## config.mk

```make
export PLATFORM = sky130hd
export DESIGN_NAME = serializer_10b
export DESIGN_NICKNAME = d
export VERILOG_FILES = /design/src/rtl/serializer_10b.sv
export SDC_FILE = /design/constraint.sdc
export NUM_CORES = 1
export LEC_CHECK = 0
export CAP_MARGIN = 20
export CORE_ASPECT_RATIO = 0.75
export CORE_MARGIN = 4
export CORE_UTILIZATION = 50
export DETAILED_ROUTE_END_ITERATION = 16
export HOLD_SLACK_MARGIN = 0.06
export PLACE_DENSITY_LB_ADDON = 0.3
export SYNTH_ARGS = -nofsm -noshare
export SYNTH_HDL_FRONTEND = slang
export SYNTH_SLANG_ARGS = --single-unit
```

## constraint.sdc

```tcl
create_clock -name clk -period 4.8 [get_ports clk]
set_input_delay 0.48 -clock clk [delete_from_list [all_inputs] [get_ports clk]]
set_output_delay 0.48 -clock clk [all_outputs]
set_load 0.02 [all_outputs]
```

## src/rtl/serializer_10b.sv

```systemverilog
// Double-buffered 10-bit parallel-to-serial stage with idle/comma insertion and a
// post-reset alignment burst of idle groups.
module serializer_10b #(
   parameter bit               MSB_FIRST  = 1'b1,
   parameter logic [9:0]       IDLE_SYM   = 10'b0011111010,
   parameter int unsigned      ALIGN_SYMS = 4,
   parameter int unsigned      CNT_W      = 16
) (
   input  logic             clk,
   input  logic             rst,
   input  logic [9:0]       sym_in,
   input  logic             sym_valid,
   output logic             sym_ready,
   output logic             ser_out,
   output logic             sym_first,
   output logic             link_up,
   output logic [CNT_W-1:0] idle_cnt
);

   localparam int unsigned        AlignW    = (ALIGN_SYMS > 2) ? $clog2(ALIGN_SYMS) : 1;
   localparam logic [AlignW-1:0]  AlignLast = (ALIGN_SYMS == 0) ? '0 : AlignW'(ALIGN_SYMS - 1);
   localparam logic [CNT_W-1:0]   IdleMax   = '1;

   typedef enum logic [0:0] {StAlign, StRun} state_e;

   localparam state_e StReset = (ALIGN_SYMS == 0) ? StRun : StAlign;

   state_e             state;
   state_e             state_nxt;
   logic [3:0]         cnt;
   logic [9:0]         sh;
   logic [9:0]         hold;
   logic               hold_valid;
   logic [AlignW-1:0]  align_cnt;
   logic               reload;
   logic               xfer;
   logic [3:0]         bit_idx;

   assign reload    = (cnt == 4'd9);
   assign sym_ready = !hold_valid && (state == StRun);
   assign xfer      = sym_valid && sym_ready;
   assign link_up   = (state == StRun);
   assign bit_idx   = MSB_FIRST ? (4'd9 - cnt) : cnt;

   always_comb begin
      state_nxt = state;
      case (state)
         StAlign: if (reload && (align_cnt == AlignLast)) state_nxt = StRun;
         StRun:   state_nxt = StRun;
         default: state_nxt = StReset;
      endcase
   end

   always_ff @(posedge clk or posedge rst) begin
      if (rst) state <= StReset;
      else     state <= state_nxt;
   end

   always_ff @(posedge clk or posedge rst) begin
      if (rst) begin
         cnt        <= 4'd0;
         sh         <= IDLE_SYM;
         hold       <= 10'd0;
         hold_valid <= 1'b0;
         align_cnt  <= '0;
         ser_out    <= 1'b0;
         sym_first  <= 1'b0;
         idle_cnt   <= '0;
      end else begin
         ser_out   <= sh[bit_idx];
         sym_first <= (cnt == 4'd0);

         // No bypass: a symbol accepted on a reload edge waits a full group in hold.
         if (reload) begin
            cnt <= 4'd0;
            sh  <= hold_valid ? hold : IDLE_SYM;
            if (hold_valid) hold_valid <= 1'b0;
         end else begin
            cnt <= cnt + 4'd1;
         end

         if (xfer) begin
            hold       <= sym_in;
            hold_valid <= 1'b1;
         end

         if (reload && (state == StAlign)) align_cnt <= align_cnt + AlignW'(1);

         // Underrun counter: only idles inserted after alignment count.
         if (reload && (state == StRun) && !hold_valid && (idle_cnt != IdleMax)) begin
            idle_cnt <= idle_cnt + CNT_W'(1);
         end
      end
   end

endmodule

```

Word-level counts from Yosys, hierarchy flattened
Cells that the tools add are included.
{"block": "word_totals", "register_bits": 46, "input_bits": 13, "elab_cells": 36, "out_inout_bits": 20}
{"block": "op_classes", "n_reduce_logical": 10, "n_lt_le_gt_ge": 1, "n_eq_ne": 3, "bitwise": 1, "muxes": 8, "addsub": 4}
{"operator": "$add 16x1->16 const B", "count": 1}
{"operator": "$ne 16x16->1 const B", "count": 1}
{"operator": "$mux 10", "count": 1}
{"operator": "$logic_and 1x1->1", "count": 7}
{"operator": "$lt 4x5->1 const B", "count": 1}
{"operator": "$add 4x1->4 const B", "count": 1}
{"operator": "$bmux 1 s4", "count": 1}
{"operator": "$eq 4x4->1 const B", "count": 1}
{"operator": "$logic_not 4->1", "count": 1}
{"operator": "$mux 1", "count": 4}
{"operator": "$mux 4", "count": 1}
{"operator": "$sub 4x4->4 const A", "count": 1}
{"operator": "$add 2x1->2 const B", "count": 1}
{"operator": "$eq 2x2->1 const B", "count": 1}
{"operator": "$pmux 1 s2", "count": 1}
{"operator": "$reduce_bool 2->1", "count": 1}
{"operator": "$logic_not 1->1", "count": 1}
{"operator": "$not 1->1", "count": 1}

Logic depth before layout (Yosys ltp)
Gate-level depths: netlist of the first run.
{"block": "logic_depth", "ltp_word": 4, "ltp_mapped": 7, "mapped_depth_nobuf": 6}

Least setup slack after synthesis of the first run
OpenSTA, ideal clock, no wires.
{"block": "synth_path", "path_kind": "register to register", "startpoint": "reg cnt[1]", "endpoint": "reg idle_cnt[13]", "stages_incl_launch_ff": 7, "slack_ps": 2820, "path_buffers": 0, "t_required_ps": 4720, "t_arrival_ps": 1901, "setup_ps": 80, "synth_period_minus_slack_ps": 1980, "cell_sequence": "dfrtp_1 > inv_1 > ha_1 > nand3_4 > or4_4 > nor4_1 > xor2_1"}
{"block": "synth_via", "elab_chain_cells": 4}
{"element": "start, declared", "line": "30", "source": "logic [3:0] cnt;"}
{"element": "start signal, assigned", "line": "79", "source": "cnt <= cnt + 4'd1;"}
{"element": "$eq 4x4->1", "line": "39", "source": "assign reload = (cnt == 4'd9);"}
{"element": "$logic_and 1x1->1 (3 in a row)", "line": "90", "source": "if (reload && (state == StRun) && !hold_valid && (idle_cnt != IdleMax)) begin"}
{"element": "end signal, assigned", "line": "91", "source": "idle_cnt <= idle_cnt + CNT_W'(1);"}
{"element": "end, declared", "line": "17", "source": "output logic [CNT_W-1:0] idle_cnt"}
Every way passes these cells.
A chain may end at the register's enable or synchronous reset.

Final worst setup path of the first run
{"block": "layout_path", "startpoint": "reg hold_valid", "endpoint": "out sym_ready"}
{"block": "layout_via", "elab_chain_cells": 2}
{"element": "start, declared", "line": "33", "source": "logic hold_valid;"}
{"element": "start signal, assigned", "line": "64", "source": "hold_valid <= 1'b0;"}
{"element": "start signal, assigned", "line": "77", "source": "if (hold_valid) hold_valid <= 1'b0;"}
{"element": "start signal, assigned", "line": "84", "source": "hold_valid <= 1'b1;"}
{"element": "$logic_not 1->1", "line": "40", "source": "assign sym_ready = !hold_valid && (state == StRun);"}
{"element": "$logic_and 1x1->1", "line": "40"}
{"element": "end, declared", "line": "13", "source": "output logic sym_ready,"}
Every way passes these cells.

==> results.json, run 1 <==
{
  "grt_pass1_vias": 1426,
  "grt_pass1_wl_um": 6960,
  "cts-root-buf": "clkbuf_8",
  "area_growth_pct": 21.8,
  "coreArea_um2": 4080,
  "die_w_um": 83.2,
  "timing.fmax_mhz": 430,
  "wl_per_cell_um": 13.9,
  "cts_hold_buf": 0,
  "ir_drop_uv": 197,
  "hold_violations": 0,
  "timing.slew.headroom": 0.520,
  "nFillCells": 334,
  "cts_tree": "done",
  "slew_viol_final": 0,
  "clock-sinks": 46,
  "antenna_found_initial": 0,
  "diodes": 0,
  "skew_ns": 0.00738,
  "crit_fanout": 13,
  "worst_pin_slew_ns": 0.715,
  "ys_seq_elements": 46,
  "cts_buffers": 5,
  "die_h_um": 64.4,
  "ctsHtreeMaxLevel": 2,
  "drtIter0Drc": 120,
  "cp.arrival_ns": 1.84,
  "period_needed_ns": 2.32,
  "drc": 0,
  "postCtsSetupRepairBufs": 0,
  "cts_resized": 0,
  "ys_seq_area_frac": 0.546,
  "synth_top_cell_area_share": 0.472,
  "yosys_most_used_dff": "dfrtp_1",
  "syn_nets": 205,
  "hp-class": "reg -> reg",
  "firstDrtPassIters": 4,
  "viasPerCell": 5.28,
  "die_area_um2": 5360,
  "yosysUniqueCellTypes": 36,
  "end_kind": "output pin",
  "grt.overflow.total": 0,
  "grt_use_total": 0.162,
  "status": "complete, no violations",
  "dp.final_hpwl_um": 2690,
  "drive_gt1_frac": 0.154,
  "clk_path_buf_depth": 2,
  "criticalPathCategory": "reg -> out",
  "crit_required_ns": 4.32,
  "yosysWarningCount": 0,
  "start_kind": "flop",
  "maxCapViolCount": 0,
  "start_util": 0.520,
  "portBuffers": 32,
  "finalCritPeriodShare": 0.484,
  "rows": 20,
  "pin_count": 33,
  "powerDensity_nw_per_um2": 278,
  "synth_edf_count": 0,
  "synth_area_leaders": "dfrtp_1 47%, dfstp_2 7.4%, xor2_1 6.2%, mux2_2 5.8%, nand2_1 3.9%",
  "insertion_delay_ns": 0.30,
  "layout_common_cells": "40 x dfrtp_1, 32 x clkdlybuf4s50_1, 22 x nand2_1",
  "grt_max_degree": 47,
  "antenna_left": 0,
  "tns_ns": 0,
  "final_common_cell": "dfrtp_1",
  "dp_slack_ns": 2.56,
  "synthArstFlopShare": 1.00,
  "final_nets": 239,
  "rsz0062_at_grt": "no",
  "syn_area_per_cell_um2": 11.4,
  "finalSetupViolCount": 0,
  "vias": 1456,
  "synthCells": 186,
  "setup_slack_ns": 2.48,
  "path_clk_slew_ns": 0.08,
  "syn-cell-area_um2": 2120,
  "place_congestion": 0.770,
  "leakage_nw": 1.21,
  "fin_hold_ws_ns": 0.471,
  "wirelength_um": 3840,
  "synth_largest_area_cell": "dfrtp_1"
}
-- layer usage --
layer,share of wire,track usage
met5,0,0
met4,0.0086,0.0531
met3,0.043,0.0387
met2,0.43,0.223
met1,0.52,0.249
-- synth_stat cells (3+ instances only) --
cell and count:
clkbuf_1 3, xor2_1 15, o21ai_0 3, nand4_1 4, nand2_1 22, mux2_2 11, nor4_1 4, a31oi_1 6
nor2_1 11, dfrtp_1 40, nor3_1 6, nand3_1 9, xnor2_1 3, dfstp_2 6, inv_1 12, ha_1 6
-- sequential cells by signal, summed over array words and instances, names as in the netlist, 2 cells and up --
signal / cells
hold: 10
cnt: 4
sh: 10
align_cnt: 2
idle_cnt: 16
-- final timing paths --
| path | start | to | slack (ns) | cells past startpoint |
|---|---|---|---|---|
| max in group asynchronous | rst | sh[6] | 3.78 | 3 |
| hold reg to reg | sh[0] | sh[0] | 0.47 | 2 |
| hold / removal | sh[0] | sh[0] | 0.47 | 2 |
| min in group asynchronous | rst | idle_cnt[8] | 0.64 | 3 |
| setup reg to reg | cnt[1] | idle_cnt[4] | 2.48 | 6 |
| setup / recovery | hold_valid | sym_ready | 2.48 | 2 |
-- critical path, cell delays in order, from the launching register on --
cell and delay (ns):
dfrtp_1 0.55, nor2b_1 0.33, clkdlybuf4s50_1 0.67
-- power breakdown --
group	switching [mW]	total (mW)	internal, mW
Sequential	0.0108	0.418	0.407
Clock	0.124	0.240	0.116
Combinational	0.0265	0.0603	0.0337
-- area by class of cell --
class                   instances  area, µm²  share of cell area
flip-flops and latches         46       1160               0.448
clock inverters                 1       5.00             0.00194
clock buffers                   7       86.3              0.0334
well taps                      55       68.8              0.0266
repair buffers                 33        328               0.127
inverters                      12       45.0              0.0174
multi-input cells             122        892               0.345
-- stage by stage --
step	cell area, µm²	power (mW)	utilization	std cells
final	2580	0.719	0.633	276
after global routing	2580	0.753	0.633	276
after CTS	2580	0.724	0.633	276
after detailed placement	2490	0.487	0.611	268
after global placement	2490	0.485	0.611	268
after floorplan	2120	0.465	-	186
-- logic make-up (layout without fill, tap and decap cells) --
family,count (synthesis),after routing,share of synthesized area
compound gates,16,16,0.0496
xor+xnor,18,18,0.0743
fa+ha+maj,6,6,0.0354
buf+inv,18,53,0.0330
flops,46,46,0.546
mux,15,15,0.0897
simple gates,67,67,0.172
No activity file was read; power rests on OpenSTA's default activity.
==> inputs of run 2 (changes only) <==
--- a/config.mk
+++ b/config.mk
@@ -8,7 +8,7 @@
 export CAP_MARGIN = 20
 export CORE_ASPECT_RATIO = 0.75
 export CORE_MARGIN = 4
-export CORE_UTILIZATION = 50
+export CORE_UTILIZATION = 48
 export DETAILED_ROUTE_END_ITERATION = 16
 export HOLD_SLACK_MARGIN = 0.06
 export PLACE_DENSITY_LB_ADDON = 0.3
==> constraint.sdc (replaced) <==
create_clock -name clk -period 2.11 [get_ports clk]
set_input_delay 0.211 -clock clk [delete_from_list [all_inputs] [get_ports clk]]
set_output_delay 0.211 -clock clk [all_outputs]
set_load 0.02 [all_outputs]
==> results.json, run 2 (synthesized netlist as in run 1, its figures left out) <==
{
  "status": "complete, no violations",
  "insertion_delay_ns": 0.29,
  "diodes": 0,
  "met2_usage": 0.246,
  "grt_pass1_wl_um": 6960,
  "nFillCells": 368,
  "pin_count": 33,
  "reg.largest.list": "idle_cnt (16), hold (10), sh (10)",
  "viasPerCell": 5.13,
  "crit_path_top_delay_cell": "or4_4",
  "cts_buffers": 5,
  "finalSetupViolCount": 0,
  "final_cells": 285,
  "coreArea_um2": 4150,
  "layout_common_cells": "40 x dfrtp_1, 32 x clkdlybuf4s50_1, 22 x nand2_1",
  "busiest_layer": "met2",
  "period_needed_ns": 1.97,
  "clock-sinks": 46,
  "tns_ns": 0,
  "postCtsSetupRepairBufs": 0,
  "power_frac_seq": 0.556,
  "largest_reg_flops": 16,
  "grt_pass1_vias": 1512,
  "antenna_found_initial": 0,
  "slew_viol_final": 0,
  "cp_cell_sequence": "inv_1 -> ha_1 -> nand3_4 -> or4_4 -> nor4_1 -> xor2_1",
  "cp.buffers_inverters": 1,
  "firstDrtPassIters": 4,
  "final_nets": 248,
  "place_congestion": 0.845,
  "rsz0062_at_grt": "no",
  "wl_per_cell_um": 13.9,
  "crit-reg2reg-launch": "cnt[2]",
  "start_kind": "flop",
  "clk_path_buf_depth": 2,
  "ir_drop_uv": 420,
  "slowest_delay_ns": 0.56,
  "p_comb_frac": 0.086,
  "maxCapViolCount": 0,
  "multi_input_area_um2": 898,
  "area_growth_pct": 26.2,
  "cts_tree": "done",
  "die_w_um": 84.8,
  "timing.fmax_mhz": 508,
  "grt_max_degree": 47,
  "dp.final_hpwl_um": 2890,
  "ctsHtreeMaxLevel": 2,
  "crit_family": "simple AND/OR/NAND/NOR gates",
  "wirelength_um": 3970,
  "rows": 20,
  "worst_pin_slew_ns": 0.554,
  "skew_ns": 0.00606,
  "cp.arrival_ns": 2.19,
  "hold_violations": 0,
  "timing.slew.headroom": 0.631,
  "cts-root-buf": "clkbuf_8",
  "dp_cells": 277,
  "grt_util_met3": 0.0388,
  "portBuffers": 32,
  "p_int_mw": 1.34,
  "drtIter0Drc": 76,
  "p_sw_frac": 0.214,
  "crit_fanout": 4,
  "die_h_um": 65.6,
  "final_common_cell": "dfrtp_1",
  "criticalPathCategory": "reg -> reg",
  "powerDensity_nw_per_um2": 636,
  "seq_area_um2": 1160,
  "finalCritPeriodShare": 0.933,
  "p_switching_uw": 364,
  "end_kind": "flop",
  "antenna_left": 0,
  "grt.overflow.total": 0,
  "use_met1": 0.217,
  "leakage_nw": 1.27,
  "grt_use_total": 0.158,
  "die_area_um2": 5560,
  "crit_start": "cnt[2]",
  "path_clk_slew_ns": 0.08,
  "pwr-share-clk": 0.358,
  "hp-class": "in -> async",
  "crit_required_ns": 2.34,
  "max_flop_register": "idle_cnt",
  "start_util": 0.511,
  "vias": 1463,
  "drive_gt1_frac": 0.196,
  "drc": 0
}
[run 2: cell types whose count changed in the layout (fill, tap and decap cells not counted), sizes merged]
cell,before,now
buf,1,10
clkbuf,7,8
clkinv,2,1
[run 2: final cells by class]
class                   count  share of cell area
inverters                  12              0.0168
clock buffers               8              0.0411
flip-flops and latches     46               0.433
repair buffers             42               0.148
well taps                  55              0.0257
multi-input cells         122               0.336
[run 2: worst paths after layout]
check / endpoint / slack, ns / cells past startpoint
max in group asynchronous: sh[3] / 1.36 / 3
min in group clk: sh[9] / 0.48 / 2
min reg2reg: sh[9] / 0.48 / 2
max reg2reg: idle_cnt[15] / 0.14 / 6
min: idle_cnt[15] / 0.36 / 3
max: idle_cnt[15] / 0.14 / 6
[run 2: worst register-to-register path: cells and delay by family, from the launching register on]
family / cells / cell delay [ns]
DFF: 1 / 0.42
xor gates and xnor gates: 1 / 0.16
buffers and inverters: 1 / 0.08
and+or+nand+nor: 3 / 0.99
adders and majority gates: 1 / 0.25
[run 2: power groups by stage]
stage	logic, mW	registers [mW]	clock network [mW]
floorplan	0.101	0.957	0
global placement	0.144	0.961	0
detailed placement	0.152	0.963	0
CTS	0.151	0.947	0.627
global route	0.168	0.952	0.660
finish	0.147	0.946	0.609
[run 2: repair_timing]
action / in CTS / in global routing
hold buffers: 0 / 0
setup endpoints to repair: 1 / 1
hold endpoints to repair: 0 / 0
resized for setup: 1 / 1
[run 2: per-layer routing]
| layer | vias up | routed length [µm] |
|---|---|---|
| li1 | 725 | - |
| met1 | 702 | 1930 |
| met2 | 28 | 1810 |
| met3 | 8 | 168 |
| met4 | 0 | 66 |
| met5 | - | 0 |
[run 2: through the flow]
| step | worst slack, ns | total power [mW] | util | instance area [µm²] | hold slack [ns] |
|---|---|---|---|---|---|
| global route | 0.0160 | 1.78 | 0.644 | 2680 | 0.430 |
| global placement | 0.190 | 1.10 | 0.616 | 2560 | 0.445 |
| finish | 0.142 | 1.70 | 0.644 | 2680 | 0.361 |
| floorplan | 0.130 | 1.06 | - | 2120 | 0.361 |
| CTS | 0.0901 | 1.72 | 0.643 | 2670 | 0.384 |
| detailed placement | 0.0480 | 1.12 | 0.616 | 2560 | 0.459 |
